==> config.mk <==
export PLATFORM = sky130hd
export DESIGN_NAME = alu_arbiter
export DESIGN_NICKNAME = d
export VERILOG_FILES = /design/src/rtl/alu_arbiter.sv
export SDC_FILE = /design/constraint.sdc
export NUM_CORES = 1
export LEC_CHECK = 0
export CAP_MARGIN = 10
export CORE_ASPECT_RATIO = 0.5
export CORE_MARGIN = 1.5
export CORE_UTILIZATION = 35
export CTS_CLUSTER_DIAMETER = 40
export DETAILED_ROUTE_END_ITERATION = 8
export GPL_ROUTABILITY_DRIVEN = 0
export PLACE_DENSITY = 0.77
export SLEW_MARGIN = 10
export SYNTH_ARGS = -nofsm -noshare
export SYNTH_HDL_FRONTEND = slang
export SYNTH_SLANG_ARGS = --single-unit
==> constraint.sdc <==
create_clock -name clk -period 1.7 [get_ports clk]
set_input_delay 0.255 -clock clk [delete_from_list [all_inputs] [get_ports clk]]
set_output_delay 0.255 -clock clk [all_outputs]
set_load 0.03 [all_outputs]
==> src/rtl/alu_arbiter.sv <==
// rtl/alu_arbiter.sv - round-robin arbiter sharing one combinational ALU between two requesters
module alu_arbiter #(
    parameter int BW = 16
) (
    input  logic            clk,
    input  logic            rst,
    input  logic [1:0]      req_valid,
    output logic [1:0]      req_ready,
    input  logic [2*BW-1:0] req_a,
    input  logic [2*BW-1:0] req_b,
    input  logic [7:0]      req_opcode,
    output logic [1:0]      rsp_valid,
    input  logic [1:0]      rsp_ready,
    output logic [BW-1:0]   rsp_data,
    output logic [2:0]      rsp_flags,
    output logic            rsp_err,
    output logic [BW-1:0]   alu_a,
    output logic [BW-1:0]   alu_b,
    output logic [3:0]      alu_opcode,
    input  logic [BW-1:0]   alu_out,
    input  logic [2:0]      alu_flags,
    output logic            busy
);

    typedef enum logic [1:0] {
        IDLE = 2'd0,
        EXEC = 2'd1,
        RESP = 2'd2
    } state_t;

    state_t          state_q, state_d;
    logic            ptr_q, ptr_d;
    logic            gid_q, gid_d;
    logic [BW-1:0]   a_q, a_d;
    logic [BW-1:0]   b_q, b_d;
    logic [3:0]      op_q, op_d;
    logic [BW-1:0]   data_q, data_d;
    logic [2:0]      flags_q, flags_d;
    logic            err_q, err_d;
    logic            gnt_id;

    // On a tie the pointer decides; otherwise the single valid requester wins.
    always_comb begin
        gnt_id = (req_valid == 2'b11) ? ptr_q : req_valid[1];
    end

    always_comb begin
        state_d   = state_q;
        ptr_d     = ptr_q;
        gid_d     = gid_q;
        a_d       = a_q;
        b_d       = b_q;
        op_d      = op_q;
        data_d    = data_q;
        flags_d   = flags_q;
        err_d     = err_q;
        req_ready = 2'b00;
        rsp_valid = 2'b00;
        case (state_q)
            IDLE: begin
                if (req_valid != 2'b00) begin
                    // Ready is masked while reset is held so every output reads zero.
                    req_ready[gnt_id] = ~rst;
                    state_d = EXEC;
                    ptr_d   = ~gnt_id;
                    gid_d   = gnt_id;
                    a_d     = gnt_id ? req_a[2*BW-1:BW] : req_a[BW-1:0];
                    b_d     = gnt_id ? req_b[2*BW-1:BW] : req_b[BW-1:0];
                    op_d    = gnt_id ? req_opcode[7:4] : req_opcode[3:0];
                end
            end
            EXEC: begin
                state_d = RESP;
                if (op_q[3]) begin
                    data_d  = '0;
                    flags_d = 3'b000;
                    err_d   = 1'b1;
                end else begin
                    data_d  = alu_out;
                    flags_d = alu_flags;
                    err_d   = 1'b0;
                end
            end
            RESP: begin
                rsp_valid[gid_q] = 1'b1;
                if (rsp_ready[gid_q]) begin
                    state_d = IDLE;
                end
            end
            default: begin
                state_d = IDLE;
            end
        endcase
    end

    always_ff @(posedge clk or posedge rst) begin
        if (rst) begin
            state_q <= IDLE;
            ptr_q   <= 1'b0;
            gid_q   <= 1'b0;
            a_q     <= '0;
            b_q     <= '0;
            op_q    <= 4'd0;
            data_q  <= '0;
            flags_q <= 3'b000;
            err_q   <= 1'b0;
        end else begin
            state_q <= state_d;
            ptr_q   <= ptr_d;
            gid_q   <= gid_d;
            a_q     <= a_d;
            b_q     <= b_d;
            op_q    <= op_d;
            data_q  <= data_d;
            flags_q <= flags_d;
            err_q   <= err_d;
        end
    end

    assign rsp_data   = data_q;
    assign rsp_flags  = flags_q;
    assign rsp_err    = err_q;
    assign alu_a      = a_q;
    assign alu_b      = b_q;
    assign alu_opcode = op_q;
    assign busy       = (state_q != IDLE);

endmodule

==> impl_metrics.toml <==
[status]
status = "complete, but fails checks"
violations_in_the_final_reports = "negative setup slack"

[synth]
synthesis.area_mm2 = 0.00277
synth-edff-count = 0
syn_nets = 348
async_flop_share_pct = 100
ys_seq_elements = 60
yosys.cell_types.count = 25
ys_seq_area_share_pct = 54.1
ys.warnings.count = 0
synthesis.area_per_instance_um2 = 11.1
yosys_most_used_dff = "sky130_fd_sc_hd__dfrtp_1"
syn_inst = 251

[setup_path]
ff2ff_setup_slack_ns = -0.03
crit_fanout = 5
worst_r2r_startpoint = "state_q[0]"
timing.critical_path.from_type = "flop"
cp.required_ns = 1.44
timing.critical_path.to_type = "primary output"
crit-reg2reg-capture = "alu_b[9]"
cp_data_arrival_time_ns = 1.64
timing_worst_setup_path_type = "flop to primary output"
reg2reg_depth = 5

[routing]
wl_mm = 9.63
routed-wl-met3_um = 565
highest-signal-layer = "met4"
routed_metal_1_wirelength_mm = 3.94
post_drt_via_cell_ratio = 5.15
detail_route.drc_violations = 0
routed-via-count = 2734
drt_iter0_drc = 178
drt_pass1_iterations = 4
routed-wl-met2_mm = 4.84
drt.antenna.violating_nets = 0
avgRoutedWirePerCell_um = 18.1

[timing]
hold_viol_final = 0
layout_setup_ws_ns = -0.197
final_max_slew_viol_count = 0
clock_skew_ns = 0.00429
rsz0062_at_grt = "yes"
part_of_the_cycle_the_worst_path_needs_pct = 112
min_hold_slack_ns = 0.477
timing.max_slew.rel_slack_pct = 70.8
finalSetupViolations = 17
final_period_minus_worst_setup_slack_ns = 1.90
max_freq_mhz = 527
tightestPinTransition_ns = 0.436

[clocking]
cts.sinks = 60
cts.path.max_buffers = 2
worst_setup_hold_path_clk_slew_ns = 0.05
hold_buffers = 0
cts-htree-levels = 3
tritoncts.num_buffers = 9
clk_latency_worst_skew_pair_ns = 0.33
tritoncts = "built"
clockRootBuffer = "sky130_fd_sc_hd__clkbuf_16"

[finish]
drive_gt1_share_pct = 14.2
num-fill-cells = 547
instances_no_fill = 531
finalInstanceArea_mm2 = 0.00505
antennaDiodeCount = 0
area_delta_synth_final_pct = 82.0
nNetsFinal = 515

[hold_path]
min_path_cells = 2
hold_path_class = "flop to flop"
holdCritStartpoint = "rsp_data[7]"
hold_end = "rsp_data[7]"

[flow_run]
maxCapViolCount = 0

[power]
power.leakage_uw = 0.00204
total_power_uw = 10400
power_density_mw_per_mm2 = 2060
ir_worst_vdd_mv = 0.839

[place]
detailedPlacementHpwl_mm = 6.48
port_buffer_cells = 157
placement.cell_area_mm2 = 0.00453
place_worst_setup_slack_ns = -0.249
dp_cells = 508

[die]
die_area_mm2 = 0.00850
die_x_um = 129
ioPinCount = 158
core_mm2 = 0.00749
core.rowCount = 22
dieHeight_um = 66.0
initial_core_util_pct = 37.0

[grt]
track_usage_pct = 23.9
grt_start_max_net_pins = 61
antenna_found_initial = 0
grt_first_pass_wirelength_mm = 15.2
vias_in_the_first_global_route = 2899
grt_overflow_total = 0
-- cells in the mapped netlist, types with 2 or more instances --
master / instances / share of area [%]
sky130_fd_sc_hd__o221a_2: 4 / 1.6
sky130_fd_sc_hd__dfrtp_1: 60 / 54
sky130_fd_sc_hd__clkbuf_1: 11 / 1.5
sky130_fd_sc_hd__o21bai_1: 21 / 5.7
sky130_fd_sc_hd__o21ai_0: 36 / 6.5
sky130_fd_sc_hd__nand2_1: 19 / 2.6
sky130_fd_sc_hd__mux2_2: 2 / 0.81
sky130_fd_sc_hd__a2bb2oi_1: 15 / 4.7
sky130_fd_sc_hd__buf_1: 2 / 0.27
sky130_fd_sc_hd__buf_2: 10 / 1.8
sky130_fd_sc_hd__nand2b_1: 21 / 4.7
sky130_fd_sc_hd__buf_6: 2 / 0.81
sky130_fd_sc_hd__o221a_1: 17 / 6.9
sky130_fd_sc_hd__inv_1: 2 / 0.27
sky130_fd_sc_hd__nor2_1: 5 / 0.68
sky130_fd_sc_hd__a311oi_1: 15 / 4.7
-- flip-flops by register name (all words and copies together) (netlist names) --
name / count
rsp_flags: 3
ptr_q: 1
state_q: 2
alu_a: 16
gid_q: 1
rsp_data: 16
rsp_err: 1
alu_opcode: 4
alu_b: 16
-- layout by cell type, fill, tap and decap left out, types with 2 or more instances in the layout --
cell type	count
sky130_fd_sc_hd__bufinv_16	3
sky130_fd_sc_hd__buf_6	5
sky130_fd_sc_hd__clkbuf_16	9
sky130_fd_sc_hd__nor2_1	2
sky130_fd_sc_hd__buf_12	4
sky130_fd_sc_hd__buf_4	17
sky130_fd_sc_hd__clkdlybuf4s50_1	151
sky130_fd_sc_hd__o21ai_0	36
sky130_fd_sc_hd__o221a_4	3
sky130_fd_sc_hd__clkbuf_2	2
sky130_fd_sc_hd__dfrtp_1	60
sky130_fd_sc_hd__a2bb2oi_1	15
sky130_fd_sc_hd__o21bai_1	21
sky130_fd_sc_hd__nand2_1	19
sky130_fd_sc_hd__a311oi_1	15
sky130_fd_sc_hd__mux2_2	2
sky130_fd_sc_hd__o221a_1	17
sky130_fd_sc_hd__nand2b_1	21
sky130_fd_sc_hd__nor2_4	3
sky130_fd_sc_hd__clkbuf_8	4
-- layer usage --
layer | vias to the layer above | global-route usage [%]
li1 | 1278 | -
met1 | 1318 | 28.3
met2 | 112 | 40.6
met3 | 26 | 6.80
met4 | 0 | 11.8
met5 | - | 0
-- critical path, stage by stage (launching register included) --
cell and delay [ns]:
sky130_fd_sc_hd__dfrtp_1 0.38, sky130_fd_sc_hd__or2_4 0.28, sky130_fd_sc_hd__a211o_1 0.29, sky130_fd_sc_hd__buf_12 0.15
sky130_fd_sc_hd__nor2_4 0.07, sky130_fd_sc_hd__buf_6 0.13
-- cell families after synthesis --
| group | after synthesis | share of synthesized area, % |
|---|---|---|
| AOI/OAI and AO/OA | 110 | 30.8 |
| DFF | 60 | 54.1 |
| and+or+nand+nor | 50 | 9.25 |
| buffers and inverters | 29 | 5.05 |
| muxes | 2 | 0.812 |
-- worst max path at each step --
stage | start | endpoint | slack, ns
after floorplan | state_q[0] | req_ready[1] | -0.01
after global placement | req_valid[1] | req_ready[1] | -0.21
after detailed placement | req_valid[1] | alu_b[1] | -0.25
after CTS | state_q[1] | req_ready[1] | -0.24
after global routing | state_q[0] | req_ready[0] | -0.23
final | state_q[0] | req_ready[0] | -0.20
-- report_power, final --
group	switching (uW)	internal, uW	total [uW]	leakage [uW]
registers	412	2130	2540	0.000712
clock network	643	1590	2230	0.000182
logic	2960	2670	5630	0.00114
total	4020	6390	10400	0.00204
-- cell type report --
cell class | instances | area [um^2] | area share (%)
Timing Repair Buffer | 182 | 1840 | 36.5
Sequential cell | 60 | 1500 | 29.7
Multi-Input combinational cell | 162 | 1190 | 23.5
Clock buffer | 13 | 280 | 5.55
Tap cell | 108 | 135 | 2.68
Clock inverter | 3 | 90.1 | 1.78
Inverter | 3 | 15.0 | 0.297
-- through the flow --
stage | utilization, % | TNS (ns)
detailed placement | 60.5 | -6.18
CTS | 67.1 | -1.90
global placement | 60.5 | -4.23
global route | 67.4 | -1.04
finish | 67.4 | -0.580
floorplan | - | -0.0125
-- what timing repair did --
item | 4_1_cts | 5_1_grt
gates cloned | 1 | 0
setup endpoints to repair | 4 | 27
pin swaps | 2 | 1
resized for setup | 16 | 13
setup buffers | 6 | 2
No activity file was read; power rests on OpenSTA's default activity.
